==> src/rtl/reg_display_ctrl.sv <==
// -----------------------------------------------------------------------------
// reg_display_ctrl
//
// Run-control and register-display controller for the computer core.
//   * Generates the core clock-enable (cpu_en) with a programmable rate in run
//     mode, one pulse per button press in single-step mode, none in halt.
//   * After every core step, snapshots the whole register bank into a shadow
//     copy so the display always shows post-step values.
//   * Round-robins the shadow copy onto a display/GPIO output, one register
//     every SCAN_CYCLES clocks.
//
// Optional feature (macro REG_DISPLAY_BREAKPOINT_EN): a register-0 breakpoint
// that stops run mode once a snapshot of register 0 equals bp_value.
//
// Ports:
//   clock        system clock
//   reset        synchronous reset, active-low
//   div_limit    run-mode cpu_en period is div_limit+1 clocks
//   mode         00 halt, 01 run, 10 single-step, 11 halt
//   step_btn     single-step request (level, rising-edge detected)
//   regs_in      flattened register bank, reg k at [k*REG_WIDTH +: REG_WIDTH]
//   bp_value     breakpoint compare value (macro only)
//   bp_hit       breakpoint reached, run mode suppressed (macro only)
//   cpu_en       one-cycle enable pulse to the core
//   heartbeat    toggles on every cpu_en
//   step_count   number of cpu_en pulses issued (wraps)
//   snap_valid   at least one snapshot has been taken
//   disp_sel     index of the register shown on disp_data
//   disp_data    snapshot value of register disp_sel
//   disp_strobe  one-cycle pulse when disp_sel/disp_data update
// -----------------------------------------------------------------------------
module reg_display_ctrl #(
  parameter int NUM_REGS    = 8,
  parameter int REG_WIDTH   = 16,
  parameter int DIV_WIDTH   = 24,
  parameter int SCAN_CYCLES = 1024
) (
  input  logic                            clock,
  input  logic                            reset,
  input  logic [DIV_WIDTH-1:0]            div_limit,
  input  logic [1:0]                      mode,
  input  logic                            step_btn,
  input  logic [NUM_REGS*REG_WIDTH-1:0]   regs_in,
`ifdef REG_DISPLAY_BREAKPOINT_EN
  input  logic [REG_WIDTH-1:0]            bp_value,
  output logic                            bp_hit,
`endif
  output logic                            cpu_en,
  output logic                            heartbeat,
  output logic [31:0]                     step_count,
  output logic                            snap_valid,
  output logic [$clog2(NUM_REGS)-1:0]     disp_sel,
  output logic [REG_WIDTH-1:0]            disp_data,
  output logic                            disp_strobe
);

  localparam logic [1:0] MODE_HALT = 2'b00;
  localparam logic [1:0] MODE_RUN  = 2'b01;
  localparam logic [1:0] MODE_STEP = 2'b10;

  localparam int SEL_W  = $clog2(NUM_REGS);
  localparam int SCAN_W = (SCAN_CYCLES > 1) ? $clog2(SCAN_CYCLES) : 1;
  localparam logic [SCAN_W-1:0] SCAN_LAST = SCAN_W'(SCAN_CYCLES - 1);
  localparam logic [SEL_W-1:0]  SEL_LAST  = SEL_W'(NUM_REGS - 1);

  // Unpacked view of the flattened register bank
  logic [REG_WIDTH-1:0] regs_arr [NUM_REGS];
  for (genvar k = 0; k < NUM_REGS; k++) begin : g_unpack
    assign regs_arr[k] = regs_in[k*REG_WIDTH +: REG_WIDTH];
  end

  logic [DIV_WIDTH-1:0] div_cnt_q, div_cnt_d;
  logic                 cpu_en_q, cpu_en_d;
  logic                 cpu_en_dly_q;
  logic                 step_prev_q;
  logic                 heartbeat_q;
  logic [31:0]          step_count_q;
  logic                 snap_valid_q;
  logic [REG_WIDTH-1:0] shadow_q [NUM_REGS];
  logic [SCAN_W-1:0]    scan_cnt_q, scan_cnt_d;
  logic [SEL_W-1:0]     disp_sel_q, disp_sel_d;
  logic [REG_WIDTH-1:0] disp_data_q, disp_data_d;
  logic                 disp_strobe_q;

  logic                 run_en;
  logic                 step_edge;
  logic                 capture;
  logic                 scan_wrap;
  logic [SEL_W-1:0]     sel_next;

`ifdef REG_DISPLAY_BREAKPOINT_EN
  logic bp_hit_q, bp_hit_d;
  assign run_en = (mode == MODE_RUN) && !bp_hit_q;

  // Halt always releases the breakpoint, even if a matching snapshot lands
  // in the same cycle.
  always_comb begin
    bp_hit_d = bp_hit_q;
    if (mode == MODE_HALT) begin
      bp_hit_d = 1'b0;
    end else if (capture && (regs_arr[0] == bp_value)) begin
      bp_hit_d = 1'b1;
    end
  end

  always_ff @(posedge clock) begin
    if (!reset) begin
      bp_hit_q <= 1'b0;
    end else begin
      bp_hit_q <= bp_hit_d;
    end
  end

  assign bp_hit = bp_hit_q;
`else
  assign run_en = (mode == MODE_RUN);
`endif

  assign step_edge = step_btn & ~step_prev_q;

  // Divider / step logic: the count is held at 0 outside active run, so any
  // mode change into run always starts a fresh full period.
  always_comb begin
    div_cnt_d = '0;
    cpu_en_d  = 1'b0;
    if (run_en) begin
      // >= (not ==) so lowering div_limit below the count ticks at once
      if (div_cnt_q >= div_limit) begin
        cpu_en_d = 1'b1;
      end else begin
        div_cnt_d = div_cnt_q + 1'b1;
      end
    end else if (mode == MODE_STEP) begin
      cpu_en_d = step_edge;
    end
  end

  // Capture one cycle after cpu_en so the core has already updated regs_in.
  assign capture   = cpu_en_dly_q;
  assign scan_wrap = (scan_cnt_q == SCAN_LAST);
  assign sel_next  = (disp_sel_q == SEL_LAST) ? '0 : disp_sel_q + 1'b1;

  always_comb begin
    scan_cnt_d  = scan_wrap ? '0 : scan_cnt_q + 1'b1;
    disp_sel_d  = disp_sel_q;
    disp_data_d = disp_data_q;
    if (scan_wrap) begin
      disp_sel_d  = sel_next;
      // Bypass the shadow when it is being rewritten this same cycle
      disp_data_d = capture ? regs_arr[sel_next] : shadow_q[sel_next];
    end
  end

  always_ff @(posedge clock) begin
    if (!reset) begin
      div_cnt_q     <= '0;
      cpu_en_q      <= 1'b0;
      cpu_en_dly_q  <= 1'b0;
      step_prev_q   <= 1'b0;
      heartbeat_q   <= 1'b0;
      step_count_q  <= '0;
      snap_valid_q  <= 1'b0;
      scan_cnt_q    <= '0;
      disp_sel_q    <= '0;
      disp_data_q   <= '0;
      disp_strobe_q <= 1'b0;
      for (int k = 0; k < NUM_REGS; k++) begin
        shadow_q[k] <= '0;
      end
    end else begin
      // Stage: pulse generation and per-step counters
      div_cnt_q    <= div_cnt_d;
      cpu_en_q     <= cpu_en_d;
      step_prev_q  <= step_btn;
      if (cpu_en_d) begin
        heartbeat_q  <= ~heartbeat_q;
        step_count_q <= step_count_q + 32'd1;
      end
      // Stage: delayed enable and snapshot
      cpu_en_dly_q <= cpu_en_q;
      if (capture) begin
        shadow_q     <= regs_arr;
        snap_valid_q <= 1'b1;
      end
      // Stage: display scanner
      scan_cnt_q    <= scan_cnt_d;
      disp_sel_q    <= disp_sel_d;
      disp_data_q   <= disp_data_d;
      disp_strobe_q <= scan_wrap;
    end
  end

  assign cpu_en      = cpu_en_q;
  assign heartbeat   = heartbeat_q;
  assign step_count  = step_count_q;
  assign snap_valid  = snap_valid_q;
  assign disp_sel    = disp_sel_q;
  assign disp_data   = disp_data_q;
  assign disp_strobe = disp_strobe_q;

endmodule

==> config.mk <==
export PLATFORM = sky130hd
export DESIGN_NAME = reg_display_ctrl
export DESIGN_NICKNAME = d
export VERILOG_FILES = /design/src/rtl/reg_display_ctrl.sv
export SDC_FILE = /design/constraint.sdc
export NUM_CORES = 1
export LEC_CHECK = 0
export CORE_MARGIN = 10
export CORE_UTILIZATION = 45
export CTS_BUF_LIST = sky130_fd_sc_hd__clkbuf_16
export DETAILED_ROUTE_END_ITERATION = 7
export PLACE_DENSITY = 0.71
export REMOVE_ABC_BUFFERS = 1
export SYNTH_ARGS = -nofsm -noshare
export SYNTH_HDL_FRONTEND = slang
export SYNTH_SLANG_ARGS = --single-unit
export TNS_END_PERCENT = 10
==> constraint.sdc <==
create_clock -name clock -period 3.93 [get_ports clock]
set_clock_uncertainty 0.2 [all_clocks]
set_input_delay 0.393 -clock clock [delete_from_list [all_inputs] [get_ports clock]]
set_output_delay 0.393 -clock clock [all_outputs]
set_load 0.005 [all_outputs]
# Word level (Yosys, flattened, before mapping)

Cells that the tools add are included.

Add/sub/neg operators: 4
$lt $le $gt $ge: 2
Eq/ne operators: 4
Multiplexer cells: 11
Bitwise logic cells: 6
Reduce and logical (&&, ||, !) cells: 2

Operator list:

| operator              | count |
|---|---|
| $bmux 16 s3           | 2 |
| $mux 16               | 5 |
| $add 32x1->32 const B | 1 |
| $add 24x1->24 const B | 1 |
| $ge 24x24->1          | 1 |
| $add 10x1->10 const B | 1 |
| $eq 10x10->1 const B  | 1 |
| $ge 4x4->1 const B    | 1 |
| $not 1->1             | 4 |
| $not 3->4             | 1 |
| $add 3x1->3 const B   | 1 |
| $eq 3x3->1 const B    | 1 |
| $mux 1                | 3 |
| $mux 3                | 1 |
| $reduce_or 3->1       | 1 |
| $eq 2x1->1 const B    | 1 |
| $eq 2x2->1 const B    | 1 |
| $reduce_or 2->1       | 1 |
| $and 1x1->1           | 1 |

Bits in registers: 219
Input port bits: 157
Output and inout port bits: 55
Word-level logic and storage cells: 48

# Longest topological paths before layout

Gate-level depths: netlist (run 1).

Depth after elaboration: 7
Depth in mapped cells: 11
Gate-level depth less buffers: 9

# Least setup slack after synthesis (run 1)

OpenSTA, ideal clock, no wires.

Kind: reg-to-reg
From: register disp_sel_q[0] (netlist: disp_sel[0])
To: register disp_data_q[0] (netlist: disp_data[0])
Setup time: 0.142 ns
Arrival time: 2.493 ns
Required time: 3.588 ns
Setup slack: 1.095 ns
Stages on the path, launching flop included: 10
Path buffers: 2
Clock period less this slack: 2.835 ns
Path through: dfxtp_1 > ha_1 > ha_1 > nor2_1 > buf_2 > buf_2 > mux4_2 > mux4_2 > nand2_1 > o21ai_0

Word-level cells in the longest chain between the ends: 7
Elaborated cells between the ends (all ways): 11
Those cells by class: add/sub (1); eq/ne (1); mux (8); bitwise (1)

Ends and longest elaborated chain:

| item                                       | RTL line | source |
|---|---|---|
| start, declared                            | 81       | `logic [SEL_W-1:0] disp_sel_q, disp_sel_d;` |
| start signal, assigned                     | 187      | `disp_sel_q <= disp_sel_d;` |
| $add 3x1->3 or $eq 3x3->1 (tied branches)  | 141      | `assign sel_next = (disp_sel_q == SEL_LAST) ? '0 : disp_sel_q + 1'b1;` |
| $mux 3 *                                   | 141      |  |
| $not 3->4 (implied by the code) *          | 150      | `disp_data_d = capture ? regs_arr[sel_next] : shadow_q[sel_next];` |
| $bmux 16 s3                                | 150      |  |
| $mux 16 (implied by the code) (2 in a row) | 150      |  |
| $mux 16 *                                  | 150      |  |
| end signal, assigned                       | 188      | `disp_data_q <= disp_data_d;` |
| end, declared                              | 82       | `logic [REG_WIDTH-1:0] disp_data_q, disp_data_d;` |

Mark *: on every way between the ends. The rest lies on a longest branch, timed or not. The select of a mux whose other input is x is not followed.
A chain may end at the register's enable or synchronous reset.

# Worst setup path in the final report (run 1)

From: input port div_limit[19]
To: register step_count_q[31] (netlist: step_count[31])

Word-level cells in the longest chain between the ends: 3

Ends and longest elaborated chain:

| item                 | RTL line | source |
|---|---|---|
| start, declared      | 40       | `input logic [DIV_WIDTH-1:0] div_limit,` |
| $ge 24x24->1         | 128      | `if (div_cnt_q >= div_limit) begin` |
| $mux 1               | 128      |  |
| $mux 1               | 126      | `if (run_en) begin` |
| end signal, assigned | 177      | `step_count_q <= step_count_q + 32'd1;` |
| end, declared        | 77       | `logic [31:0] step_count_q;` |

No other way between the ends.

==> reports/qor_table.md, run 1 <==
| Stage | Metric | This run |
| --- | --- | --- |
| clocking | Post-cts sizing count | 0 |
| global routing | Via count of the first global-routing pass | 8,387 |
| timing | Final Worst Setup Slack | 873 ps |
| detailed routing | Total iterations of the first detailed-routing run | 5 |
| cells and area | Area of the multi-input gates | 6010 µm² |
| power | Pwr Total | 4.72 mW |
| synthesis | Synth unique cells | 44 |
| detailed routing | Average via count per standard cell | 5.31 |
| synthesis | Number of synthesized flops with an enable pin | 0 |
| clocking | Level count of the clock H-tree | 1 |
| worst setup path | Required time of the critical path | 4160 ps |
| detailed routing | Post-detailed-route DRC marker count | 0 |
| power | Static leakage power | 4.93 nW |
| clocking | Clock tree from TritonCTS | yes |
| cells and area | Area of all placed cells without fillers | 13,900 µm² |
| synthesis | Mapped Avg Cell Area | 10.4 µm² |
| synthesis | Flip-flop cell with the highest count after synthesis | sky130_fd_sc_hd__dfxtp_1 |
| timing | Final min period | 3060 ps |
| worst setup path | Type of the worst setup path | input port to flip-flop |
| detailed routing | Overall routed net length | 27,100 µm |
| floorplan | Num ports | 212 |
| floorplan | Starting density of the core | 45.9% |
| timing | Setup repair after global routing missed its margin | false |
| timing | Slew at the pin with the worst max-slew slack | 1030 ps |
| synthesis | Share of async-settable or async-resettable flops after synthesis | 0% |
| global routing | Overflow left after global routing | 0 |
| cells and area | Diode insertion count for antenna repair | 0 |
| clocking | Reg clk slew, reported paths | 60 ps |
| global routing | Initial antenna violation count | 5 |
| synthesis | Post-Synthesis Cell Area | 10,800 µm² |
| placed design | Post-DP HPWL | 19,800 µm |
| floorplan | Placeable core region | 23,500 µm² |
| cells and area | Filler cell count in the final layout | 2,012 |
| synthesis | Yosys reg bits | 219 |
| floorplan | Total Die Area | 30,600 µm² |
| detailed routing | 1st-iter DRT viols | 493 |
| timing | Crit share post-route | 77.8% |
| clocking | Num CTS Buffers | 25 |
| synthesis | Most area-hungry cell type in the Yosys netlist | sky130_fd_sc_hd__dfxtp_1 |
| cells and area | Post-route non-filler standard cell count | 1,566 |
| floorplan | Die outline width | 175 µm |
| synthesis | Fraction of post-synthesis cell area in the top cell type by area | 40.6% |
| placed design | Placed Instance Area | 13,200 µm² |
| global routing | Overall routing resource usage | 17.3% |
| timing | Number of failing setup endpoints in the final timing report | 0 |
| timing | Final number of max-transition violations | 0 |
| power | Power density over cell area | 338 nW/µm² |
| hold path | Path category of the worst min-delay check | input port to flip-flop |
| timing | Worst slew margin | 31.6% |
| synthesis | Sequential share of the synthesized area | 40.6% |
| global routing | Pin count of the biggest net entering global routing | 71 |
| placed design | Number of buffers added on ports | 211 |
| cells and area | Fraction of layout cells with a size suffix above 1 | 12.1% |
| detailed routing | Post-route antenna net violation count | 0 |
| worst setup path | Crit path launch type | input port |
| floorplan | Number of placement rows | 56 |
| detailed routing | Vias after detailed routing | 8,323 |
| synthesis | Synthesized instance count | 1,038 |
| power | Cell-internal power | 3.69 mW |
| job | # Max-Cap Violations | 0 |
| power | Maximum vdd drop | 0.290 mV |
| clocking | Clock insertion delay at the later pin of the skew report | 510 ps |
| synthesis | Number of warnings issued by yosys | 0 |
| power | Proportion of power drawn by combinational gates | 8.0% |
| power | Sw Pwr | 1.03 mW |
| floorplan | Die Ht | 175 µm |
| synthesis | Cells taking the most area after synthesis | sky130_fd_sc_hd__dfxtp_1 (41%), sky130_fd_sc_hd__mux4_2 (17%), sky130_fd_sc_hd__mux2i_1 (12%), sky130_fd_sc_hd__nor2_1 (6.5%), sky130_fd_sc_hd__ha_1 (3.4%) |
| cells and area | Nets | 1,418 |
| worst setup path | Critical path endpoint category | flip-flop |
| placed design | Placed Cells incl. Taps | 1,524 |
| cells and area | Register area | 4390 µm² |
| power | Sw frac | 21.9% |
| timing | Peak clock frequency supported by timing | 0.327 GHz |
| power | Clock share of power | 43.8% |
| worst setup path | Path depth of the worst reg2reg path | 8 |
| clocking | Hold_buf cts | 0 |
| cells and area | Most frequent standard cell in the layout excluding fill and tap cells | sky130_fd_sc_hd__dfxtp_1 |
| clocking | Buffer depth of the longest clock path | 3 |
| clocking | Buffer type at the clock tree root | sky130_fd_sc_hd__clkbuf_16 |
| placed design | Post-placement worst setup slack | 360 ps |
| clocking | Setup Buffers After CTS | 0 |
| detailed routing | Average wire length per cell after detail routing | 17.3 µm |
| cells and area | Final core utilization | 59.2% |
| worst setup path | Signal arrival time at the worst endpoint | 3290 ps |
| power | Flop pwr share | 48.1% |
| clocking | # clock sinks | 219 |
| global routing | Wire length of the first global-routing pass | 44,600 µm |
| timing | Count of endpoints failing hold in the final timing report | 0 |
| worst setup path | Largest driver fanout on the critical path | 16 |
| cells and area | Commonest cells after routing, fill and taps aside | sky130_fd_sc_hd__dfxtp_1 (218), sky130_fd_sc_hd__clkdlybuf4s50_1 (210), sky130_fd_sc_hd__nor2_1 (184) |
| placed design | Final estimated routing congestion in global placement | 0.802 |
| cells and area | Area added between synthesis and finish | 29.1% |
| status | Result of the run | finished, final reports clean |
| hold path | Cell depth of the worst min-delay path | 3 |
==> flip-flops by register name, summed over array words and instances (netlist names) <==
| register | cells |
|---|---|
| disp_data | 16 |
| snap_valid | 1 |
| scan_cnt_q | 10 |
| disp_strobe | 1 |
| disp_sel | 3 |
| step_prev_q | 1 |
| capture | 1 |
| div_cnt_q | 24 |
| heartbeat | 1 |
| cpu_en | 1 |
| step_count | 32 |
| shadow_q | 128 |
==> worst max-delay path: stages <==
cell and delay [ps]:
sky130_fd_sc_hd__clkdlybuf4s50_1 450, sky130_fd_sc_hd__inv_1 40, sky130_fd_sc_hd__ha_1 310, sky130_fd_sc_hd__nand4_1 150, sky130_fd_sc_hd__nor4_2 320, sky130_fd_sc_hd__nand2_1 110, sky130_fd_sc_hd__o211ai_2 560, sky130_fd_sc_hd__o211ai_2 320
sky130_fd_sc_hd__or4_1 470, sky130_fd_sc_hd__a21oi_1 160
==> synthesized netlist by cell type (2+ instances only) <==
| cell | n |
|---|---|
| sky130_fd_sc_hd__nor3_1 | 4 |
| sky130_fd_sc_hd__buf_2 | 27 |
| sky130_fd_sc_hd__xnor2_1 | 12 |
| sky130_fd_sc_hd__o211ai_2 | 2 |
| sky130_fd_sc_hd__and2_1 | 6 |
| sky130_fd_sc_hd__o21ai_0 | 40 |
| sky130_fd_sc_hd__mux4_2 | 80 |
| sky130_fd_sc_hd__o2111ai_1 | 6 |
| sky130_fd_sc_hd__and4_1 | 4 |
| sky130_fd_sc_hd__o31ai_1 | 3 |
| sky130_fd_sc_hd__clkbuf_1 | 33 |
| sky130_fd_sc_hd__o211ai_1 | 2 |
| sky130_fd_sc_hd__nand2b_1 | 4 |
| sky130_fd_sc_hd__buf_1 | 2 |
| sky130_fd_sc_hd__or4_1 | 3 |
| sky130_fd_sc_hd__nand4_1 | 8 |
| sky130_fd_sc_hd__buf_6 | 2 |
| sky130_fd_sc_hd__xor2_1 | 25 |
| sky130_fd_sc_hd__o21ai_1 | 3 |
| sky130_fd_sc_hd__nand3_1 | 25 |
| sky130_fd_sc_hd__dfxtp_1 | 219 |
| sky130_fd_sc_hd__o21a_1 | 2 |
| sky130_fd_sc_hd__or3_1 | 18 |
| sky130_fd_sc_hd__and3_1 | 8 |
| sky130_fd_sc_hd__and4_4 | 2 |
| sky130_fd_sc_hd__a21oi_1 | 33 |
| sky130_fd_sc_hd__nand4_4 | 3 |
| sky130_fd_sc_hd__nor2_1 | 186 |
| sky130_fd_sc_hd__nand2_1 | 64 |
| sky130_fd_sc_hd__nor2b_1 | 2 |
| sky130_fd_sc_hd__ha_1 | 29 |
| sky130_fd_sc_hd__mux2i_1 | 134 |
| sky130_fd_sc_hd__inv_1 | 36 |
==> per-layer routing <==
metal,track usage [%],share of wire (%),wire (µm)
met3,5.99,8.4,2290
met4,3.11,1.2,318
met5,0,0.25,69
met1,22.8,45,12200
met2,27.4,45,12200
==> layout make-up <==
| type | count | area share [%] |
|---|---|---|
| flip-flops and latches | 219 | 31.5 |
| multi-input cells | 719 | 43.1 |
| clock inverters | 17 | 0.700 |
| repair buffers | 231 | 16.4 |
| inverters | 36 | 0.987 |
| clock buffers | 25 | 4.49 |
| well taps | 319 | 2.86 |
==> worst paths after layout <==
path                       from             end  slack, ps
setup / recovery  div_limit[19]  step_count[31]        870
hold / removal            reset    shadow_q[30]        190
setup reg to reg  div_cnt_q[17]  step_count[31]        900
hold reg to reg    disp_data[8]    disp_data[8]        260
==> per-stage QoR <==
stage	TNS, ps	hold slack (ps)
final	0	194
after global routing	0	239
after CTS	0	193
after detailed placement	0	255
after global placement	0	250
after floorplan	-283310	241
==> power groups by stage <==
stage	Combinational, mW	Sequential, mW	Clock (mW)
6_report	0.379	2.27	2.07
5_1_grt	0.412	2.28	2.23
4_1_cts	0.382	2.27	2.13
3_5_place_dp	0.381	2.32	0
3_3_place_gp	0.375	2.32	0
2_1_floorplan	0.158	2.33	0
==> logic make-up (layout without fill, tap and decap cells) <==
logic type	count (synthesis)	count (layout)	synth area share (%)
AO/OA/AOI/OAI	94	94	5.12
XOR/XNOR	37	37	3.00
adder cells (fa/ha/maj)	29	29	3.36
buffers and inverters	100	309	3.93
flip-flops	219	219	40.6
multiplexers	215	215	29.2
AND/OR/NAND/NOR	344	344	14.8
Note: power is estimated with default switching activity, not from simulation.
==> inputs of run 2 (changes only) <==
PLACE_DENSITY = 0.74   (was 0.71)
clock period = 2.5 ns   (was 3.93 ns; I/O delays follow)
==> run 2 against run 1 <==
Effect of this change:
- routed wire length rose by 6.6%
- sequential share of layout area fell by 1.9 points
- largest cell class unchanged
- core utilization rose by 4.0 points
- setup slack got worse by 1000 ps
- the flow now finishes with violations (setup timing)
- combinational power rose by 69%
==> reports/qor_table.md, run 2 (same netlist as run 1, synthesis figures left out) <==
| Stage | Metric | This run | vs previous |
| --- | --- | --- | --- |
| status | Result of the run | finished with violations | was finished, final reports clean |
| status | Violated checks | setup timing |  |
| floorplan | Total Die Area | 30,600 µm² | unchanged |
| cells and area | Fraction of layout cells with a size suffix above 1 | 19.6% | was 12.1% |
| worst setup path | Crit path launch type | flip-flop | was input port |
| timing | Final min period | 2640 ps |  |
| timing | Setup repair after global routing missed its margin | true | was false |
| worst setup path | Largest driver fanout on the critical path | 8 | was 16 |
| global routing | Global-route met1 utilization | 22.6% | was 22.8% |
| timing | Peak clock frequency supported by timing | 0.379 GHz |  |
| detailed routing | Post-detailed-route DRC marker count | 0 | unchanged |
| floorplan | Num ports | 212 | unchanged |
| clocking | Clock tree from TritonCTS | yes | unchanged |
| clocking | Buffer depth of the longest clock path | 3 | unchanged |
| detailed routing | Average wire length per cell after detail routing | 17.5 µm | was 17.3 µm |
| detailed routing | Vias after detailed routing | 8,779 | was 8,323 |
| power | Static leakage power | 5.39 nW | was 4.93 nW |
| placed design | Final estimated routing congestion in global placement | 0.801 | was 0.802 |
| placed design | Post-placement worst setup slack | -646 ps | was 360 ps |
| worst setup path | Required time of the critical path | 2750 ps | was 4160 ps |
| detailed routing | Post-route antenna net violation count | 0 | unchanged |
| detailed routing | Average via count per standard cell | 5.32 | was 5.31 |
| timing | Number of failing setup endpoints in the final timing report | 35 | was 0 |
| cells and area | Area of the multi-input gates | 6190 µm² | was 6010 µm² |
| power | Maximum vdd drop | 0.464 mV | was 0.290 mV |
| timing | Worst slew margin | 46.4% | was 31.6% |
| timing | Slew at the pin with the worst max-slew slack | 804 ps | was 1030 ps |
| worst setup path | Path depth of the worst reg2reg path | 9 | was 8 |
| detailed routing | Overall routed net length | 28,900 µm | was 27,100 µm |
| global routing | Pin count of the biggest net entering global routing | 88 | was 71 |
| worst setup path | End of the worst register-to-register path | step_count[30] | was step_count[31] |
| floorplan | Die outline width | 175 µm | unchanged |
| worst setup path | Reg2reg start | div_cnt_q[22] | was div_cnt_q[17] |
| clocking | Reg clk slew, reported paths | 60 ps | about the same |
| placed design | Number of buffers added on ports | 211 | unchanged |
| cells and area | Register area | 4400 µm² | was 4390 µm² |
| placed design | Post-DP HPWL | 20,700 µm | was 19,800 µm |
| worst setup path | Signal arrival time at the worst endpoint | 2890 ps | was 3290 ps |
| clocking | Buffer type at the clock tree root | sky130_fd_sc_hd__clkbuf_16 | unchanged |
| hold path | Path category of the worst min-delay check | input port to flip-flop | unchanged |
| cells and area | Nets | 1,499 | was 1,418 |
| global routing | Initial antenna violation count | 0 | was 5 |
| timing | Crit share post-route | 106% |  |
| power | Power density over cell area | 509 nW/µm² | was 338 nW/µm² |
| cells and area | Filler cell count in the final layout | 1,888 | was 2,012 |
| worst setup path | Critical path startpoint | div_cnt_q[22] | was div_limit[19] |
| clocking | # clock sinks | 219 | unchanged |
| global routing | GR Util met3 | 5.45% | was 5.99% |
| clocking | Num CTS Buffers | 25 | unchanged |
| global routing | Via count of the first global-routing pass | 9,095 | was 8,387 |
| hold path | Cell depth of the worst min-delay path | 3 | unchanged |
| cells and area | Area added between synthesis and finish | 37.8% | was 29.1% |
| floorplan | Die Ht | 175 µm | unchanged |
| worst setup path | Critical path endpoint category | flip-flop | unchanged |
| detailed routing | Total iterations of the first detailed-routing run | 4 | was 5 |
| floorplan | Placeable core region | 23,500 µm² | unchanged |
| hold path | HP Start | regs_in[29] | was reset |
| global routing | Overflow left after global routing | 0 | unchanged |
| global routing | Overall routing resource usage | 18.1% | was 17.3% |
| cells and area | Commonest cells after routing, fill and taps aside | sky130_fd_sc_hd__dfxtp_1 (210), sky130_fd_sc_hd__clkdlybuf4s50_1 (210), sky130_fd_sc_hd__nor2_1 (183) | was sky130_fd_sc_hd__dfxtp_1 (218), sky130_fd_sc_hd__clkdlybuf4s50_1 (210), sky130_fd_sc_hd__nor2_1 (184) |
| worst setup path | Internal reg-to-reg setup slack | -140 ps | was 900 ps |
| floorplan | Starting density of the core | 45.9% | unchanged |
| global routing | Wire length of the first global-routing pass | 46,500 µm | was 44,600 µm |
| timing | Count of endpoints failing hold in the final timing report | 0 | unchanged |
| timing | Final sum of negative setup slack | -2280 ps | was 0 ps |
| timing | Final Worst Setup Slack | -142 ps | was 873 ps |
| clocking | Clock insertion delay at the later pin of the skew report | 520 ps | was 510 ps |
| clocking | Level count of the clock H-tree | 1 | unchanged |
| cells and area | Diode insertion count for antenna repair | 0 | unchanged |
| cells and area | Register with the highest flop count | shadow_q | unchanged |
| detailed routing | 1st-iter DRT viols | 551 | was 493 |
| hold path | Worst min-delay path endpoint | shadow_q[109] | was shadow_q[30] |
| timing | Final number of max-transition violations | 0 | unchanged |
| worst setup path | Type of the worst setup path | flip-flop to flip-flop | was input port to flip-flop |
| cells and area | Max FFs per register | 128 | unchanged |
| global routing | Routing layer with the top usage in global route | met2 | unchanged |
| job | # Max-Cap Violations | 0 | unchanged |
| global routing | Met2 Resource Use GR | 30.2% | was 27.4% |
| floorplan | Number of placement rows | 56 | unchanged |
[run 2: power by group]
group | switching [mW] | leakage, nW | total [mW] | internal (mW)
clock network | 1.45 | 0.380 | 3.36 | 1.91
logic | 0.249 | 3.24 | 0.640 | 0.391
registers | 0.0339 | 1.77 | 3.57 | 3.54
total | 1.73 | 5.39 | 7.57 | 5.84
[run 2: stage by stage]
stage          util (%)  hold slack (ps)  total power, mW  cell area [µm²]  std cells
2_1_floorplan         -              168             3.90            10500        974
3_3_place_gp       58.6              247             4.26            13800       1594
3_5_place_dp       58.6              260             4.27            13800       1594
4_1_cts            62.6              147             7.62            14700       1648
5_1_grt            63.2              169             7.83            14900       1651
6_report           63.2              166             7.57            14900       1651
[run 2: area by class of cell]
cell class	count	share of cell area [%]
inverters	36	0.925
repair buffers	312	20.2
clock inverters	21	0.799
clock buffers	25	4.20
multi-input cells	719	41.6
well taps	319	2.68
flip-flops and latches	219	29.6
[run 2: worst max path at each step]
stage                                end  slack [ps]  cells after the start
after floorplan             disp_data[0]       -3780                      3
after global placement    step_count[30]        -540                     11
after detailed placement  step_count[30]        -650                     11
after global routing      step_count[20]        -280                      9
after CTS                  disp_data[13]         -90                      8
final                     step_count[30]        -140                      9
[run 2: routing by layer]
layer	vias to the layer above	part of all wire, %	wire [µm]
li1	4249	-	-
met1	4234	43	12400
met2	255	48	13800
met3	41	7.9	2270
met4	0	1.6	472
met5	-	0	0
[run 2: critical path, stage by stage, from the launching register on]
cell,delay (ps)
sky130_fd_sc_hd__dfxtp_4,360
sky130_fd_sc_hd__ha_4,260
sky130_fd_sc_hd__nand4_1,170
sky130_fd_sc_hd__nor4_4,350
sky130_fd_sc_hd__nand2_2,110
sky130_fd_sc_hd__o211ai_4,310
sky130_fd_sc_hd__buf_6,150
sky130_fd_sc_hd__o2111ai_4,110
sky130_fd_sc_hd__or4_1,420
sky130_fd_sc_hd__a21oi_1,140
[run 2: what timing repair did]
| action | 4_1_cts | 5_1_grt |
|---|---|---|
| hold buffers | 1 | 0 |
| pin swaps | 25 | 11 |
| setup endpoints to repair | 66 | 73 |
| hold endpoints to repair | 1 | 0 |
| buffers inserted | 4 | 2 |
| cloned | 3 | 1 |
| resized for setup | 31 | 25 |
==> inputs of run 3 (changes only) <==
ABC_AREA = 1   (was unset)
PLACE_DENSITY = 0.73   (was 0.74)
==> run 3 against run 2 <==
Effect of this change:
- the flow now finishes without violations
- final cell count up 34%
- first-iteration DRC count up 90%
- sequential cell count unchanged
- synthesized cell count up 65%
- total power down 3.2%
- final area down 0.85%
- area after synthesis up 8.1%
- critical path type is now flip-flop to output pin
- highest routed layer is now met5
==> reports/qor_table.md, run 3 <==
| Stage | Metric | This run | vs previous |
| --- | --- | --- | --- |
| status | Result of the run | finished, final reports clean | was finished with violations |
| worst setup path | Signal arrival time at the worst endpoint | 1900 ps | was 2890 ps |
| detailed routing | Average via count per standard cell | 5.37 | was 5.32 |
| timing | Count of endpoints failing hold in the final timing report | 0 | unchanged |
| synthesis | Fraction of post-synthesis cell area in the top cell type by area | 37.6% | was 40.6% |
| cells and area | Most frequent standard cell in the layout excluding fill and tap cells | sky130_fd_sc_hd__o21ai_0 |  |
| detailed routing | Total iterations of the first detailed-routing run | 5 | was 4 |
| synthesis | Post-Synthesis Cell Area | 11,700 µm² | was 10,800 µm² |
| clocking | Buffer type at the clock tree root | sky130_fd_sc_hd__clkbuf_16 | unchanged |
| clocking | # clock sinks | 219 | unchanged |
| cells and area | Nets | 2,050 | was 1,499 |
| detailed routing | Post-route antenna net violation count | 0 | unchanged |
| synthesis | Number of warnings issued by yosys | 0 | unchanged |
| global routing | Pin count of the biggest net entering global routing | 204 | was 88 |
| synthesis | Yosys reg bits | 219 | unchanged |
| floorplan | Placeable core region | 25,300 µm² | was 23,500 µm² |
| detailed routing | Average wire length per cell after detail routing | 15.9 µm | was 17.5 µm |
| timing | Crit share post-route | 94.0% | was 106% |
| timing | Final sum of negative setup slack | 0 ps | was -2280 ps |
| placed design | Post-placement worst setup slack | -14.3 ps | was -646 ps |
| worst setup path | Cells along the critical path | buf_6 -> clkdlybuf4s50_1 | was ha_4 -> nand4_1 -> nor4_4 -> nand2_2 -> o211ai_4 -> buf_6 -> o2111ai_4 -> or4_1 -> a21oi_1 |
| timing | Slew at the pin with the worst max-slew slack | 787 ps | was 804 ps |
| floorplan | Total Die Area | 32,800 µm² | was 30,600 µm² |
| floorplan | Num ports | 212 | unchanged |
| synthesis | Flip-flop cell with the highest count after synthesis | sky130_fd_sc_hd__dfxtp_1 | unchanged |
| synthesis | Synth top cells by count | sky130_fd_sc_hd__o21ai_0 (259), sky130_fd_sc_hd__dfxtp_1 (219), sky130_fd_sc_hd__nand2_1 (216) | was sky130_fd_sc_hd__dfxtp_1 (219), sky130_fd_sc_hd__nor2_1 (186), sky130_fd_sc_hd__mux2i_1 (134) |
| synthesis | Cell with the most instances after synthesis | sky130_fd_sc_hd__o21ai_0 | was sky130_fd_sc_hd__dfxtp_1 |
| timing | Final min period | 2350 ps | was 2640 ps |
| cells and area | Max FFs per register | 128 | unchanged |
| worst setup path | Required time of the critical path | 2050 ps | was 2750 ps |
| timing | Peak clock frequency supported by timing | 0.426 GHz | was 0.379 GHz |
| worst setup path | Critical path startpoint | disp_sel[0] | was div_cnt_q[22] |
| worst setup path | Largest driver fanout on the critical path | 34 | was 8 |
| global routing | Wire length of the first global-routing pass | 57,600 µm | was 46,500 µm |
| power | Maximum vdd drop | 0.558 mV | was 0.464 mV |
| job | # Max-Cap Violations | 0 | unchanged |
| clocking | Setup Buffers After CTS | 0 | was 4 |
| worst setup path | Slowest stage cell on the critical path | sky130_fd_sc_hd__clkdlybuf4s50_1 | was sky130_fd_sc_hd__or4_1 |
| cells and area | Commonest cells after routing, fill and taps aside | sky130_fd_sc_hd__o21ai_0 (259), sky130_fd_sc_hd__dfxtp_1 (217), sky130_fd_sc_hd__nand2_1 (216) | was sky130_fd_sc_hd__dfxtp_1 (210), sky130_fd_sc_hd__clkdlybuf4s50_1 (210), sky130_fd_sc_hd__nor2_1 (183) |
| worst setup path | Crit path launch type | flip-flop | unchanged |
| power | Power density over cell area | 497 nW/µm² | was 509 nW/µm² |
| power | Static leakage power | 5.95 nW | was 5.39 nW |
| timing | Final Worst Setup Slack | 150 ps | was -142 ps |
| placed design | Number of buffers added on ports | 211 | unchanged |
| power | Sw Pwr | 1.69 mW | was 1.73 mW |
| worst setup path | Critical path's largest stage delay | 600 ps | was 420 ps |
| worst setup path | Family of cells with the greatest summed delay on the critical path | buffers and inverters | was simple AND/OR/NAND/NOR gates |
| clocking | Clock tree from TritonCTS | yes | unchanged |
| placed design | Post-DP HPWL | 23,800 µm | was 20,700 µm |
| cells and area | Register with the highest flop count | shadow_q | unchanged |
| power | Pwr Total | 7.33 mW | was 7.57 mW |
| floorplan | Number of placement rows | 58 | was 56 |
| synthesis | Cells taking the most area after synthesis | sky130_fd_sc_hd__dfxtp_1 (38%), sky130_fd_sc_hd__o21ai_0 (11%), sky130_fd_sc_hd__a21oi_1 (8.8%), sky130_fd_sc_hd__nand2_1 (6.9%), sky130_fd_sc_hd__nor2_1 (6.8%) | was sky130_fd_sc_hd__dfxtp_1 (41%), sky130_fd_sc_hd__mux4_2 (17%), sky130_fd_sc_hd__mux2i_1 (12%), sky130_fd_sc_hd__nor2_1 (6.5%), sky130_fd_sc_hd__ha_1 (3.4%) |
| cells and area | Fraction of layout cells with a size suffix above 1 | 4.16% | was 19.6% |
| synthesis | Mapped Avg Cell Area | 6.80 µm² | was 10.4 µm² |
| global routing | Initial antenna violation count | 5 | was 0 |
| timing | Worst hold-check slack | 92.6 ps | was 166 ps |
| synthesis | Number of synthesized flops with an enable pin | 0 | unchanged |
| clocking | Buffer depth of the longest clock path | 3 | unchanged |
| synthesis | Sequential share of the synthesized area | 37.6% | was 40.6% |
| synthesis | Most area-hungry cell type in the Yosys netlist | sky130_fd_sc_hd__dfxtp_1 | unchanged |
| detailed routing | Post-detailed-route DRC marker count | 0 | unchanged |
| floorplan | Die Ht | 181 µm | was 175 µm |
| hold path | HP Start | regs_in[88] | was regs_in[29] |
| worst setup path | Critical path endpoint category | output pin | was flip-flop |
| detailed routing | 1st-iter DRT viols | 1,046 | was 551 |
| floorplan | Die outline width | 181 µm | was 175 µm |
| placed design | Placed Cells incl. Taps | 2,166 | was 1,594 |
| timing | Setup repair after global routing missed its margin | false | was true |
| synthesis | Synthesized instance count | 1,717 | was 1,038 |
| clocking | Num CTS Buffers | 25 | unchanged |
| power | Proportion of power drawn by combinational gates | 7.8% | was 8.5% |
| synthesis | Synth unique cells | 35 | was 44 |
| cells and area | Area added between synthesis and finish | 26.4% | was 37.8% |
| cells and area | Filler cell count in the final layout | 2,336 | was 1,888 |
| power | Clock share of power | 43.6% | was 44.4% |
| synthesis | Share of async-settable or async-resettable flops after synthesis | 0% | unchanged |
| worst setup path | Reg2reg start | disp_sel[0] | was div_cnt_q[22] |
| worst setup path | Sum of buffers and inverters on the critical path | 2 | was 1 |
| cells and area | Post-route non-filler standard cell count | 2,209 | was 1,651 |
| power | Flop pwr share | 48.6% | was 47.2% |
| global routing | Overall routing resource usage | 20.4% | was 18.1% |
| clocking | Reg clk slew, reported paths | 60 ps | about the same |
| global routing | Via count of the first global-routing pass | 11,300 | was 9,095 |
| timing | Worst slew margin | 47.5% | was 46.4% |
| detailed routing | Vias after detailed routing | 11,900 | was 8,779 |
| timing | Final number of max-transition violations | 0 | unchanged |
| floorplan | Starting density of the core | 46.1% | was 45.9% |
| clocking | Clock insertion delay at the later pin of the skew report | 530 ps | was 520 ps |
| timing | Number of failing setup endpoints in the final timing report | 0 | was 35 |
| placed design | Final estimated routing congestion in global placement | 0.943 | was 0.801 |
| hold path | Path category of the worst min-delay check | input port to flip-flop | unchanged |
| worst setup path | Type of the worst setup path | flip-flop to output pin | was flip-flop to flip-flop |
| power | Cell-internal power | 5.64 mW | was 5.84 mW |
| clocking | Level count of the clock H-tree | 1 | unchanged |
| detailed routing | Overall routed net length | 35,200 µm | was 28,900 µm |
| global routing | Overflow left after global routing | 0 | unchanged |
| power | Sw frac | 23.0% | was 22.9% |
-- run 3: final timing paths --
check / endpoint / slack (ps) / cells past startpoint
max: disp_sel[0] / 150 / 2
min: shadow_q[40] / 90 / 3
max reg2reg: disp_data[13] / 240 / 11
min reg2reg: capture / 230 / 2
-- run 3: repair_timing --
item                                   in CTS  in global routing
endpoints found under the hold margin      19                  0
setup endpoints to repair                   0                  1
hold buffers                                1                  0
gates resized for setup                     0                  1
-- run 3: per-layer routing --
metal	share of wire, %	GRT usage [%]	vias to the layer above
met5	0.13	0	-
met1	44	26.2	5421
met4	2.3	5.82	6
met2	47	33.8	371
li1	-	-	6005
met3	6.6	4.14	58
-- run 3: stage by stage --
| step | area, µm² | utilization (%) |
|---|---|---|
| finish | 14800 | 58.2 |
| global route | 14700 | 58.2 |
| CTS | 14700 | 58.2 |
| detailed placement | 14000 | 55.4 |
| global placement | 14000 | 55.4 |
| floorplan | 11100 | - |
-- run 3: cell families after synthesis --
group | Yosys count | share of synthesized area (%)
and+or+nand+nor | 596 | 21.9
AOI/OAI and AO/OA | 532 | 23.8
buffers and inverters | 294 | 10.1
DFF | 219 | 37.6
xor gates and xnor gates | 47 | 3.53
adders and majority gates | 29 | 3.11
-- run 3: power by group through the flow --
stage                     clock network [mW]  logic, mW  registers (mW)
after floorplan                            0      0.186            3.64
after global placement                     0      0.560            3.63
after detailed placement                   0      0.565            3.63
after CTS                               3.25      0.571            3.56
after global routing                    3.38      0.631            3.56
final                                   3.20      0.571            3.56
-- run 3: cell type report --
| class | instances | area (µm²) | share of cell area [%] |
|---|---|---|---|
| Clock buffer | 25 | 626 | 4.24 |
| Timing Repair Buffer | 239 | 2480 | 16.8 |
| Inverter | 175 | 657 | 4.45 |
| Clock inverter | 15 | 66.3 | 0.450 |
| Tap cell | 330 | 413 | 2.80 |
| Multi-Input combinational cell | 1204 | 6120 | 41.5 |
| Antenna cell | 2 | 5.00 | 0.0339 |
| Sequential cell | 219 | 4390 | 29.8 |
-- run 3: worst register-to-register path, delay by kind of cell (launching register included) --
kind,cells,cell delay [ps]
buf+inv,1,320
flops,1,370
fa+ha+maj,2,410
simple gates,4,370
compound gates,4,510
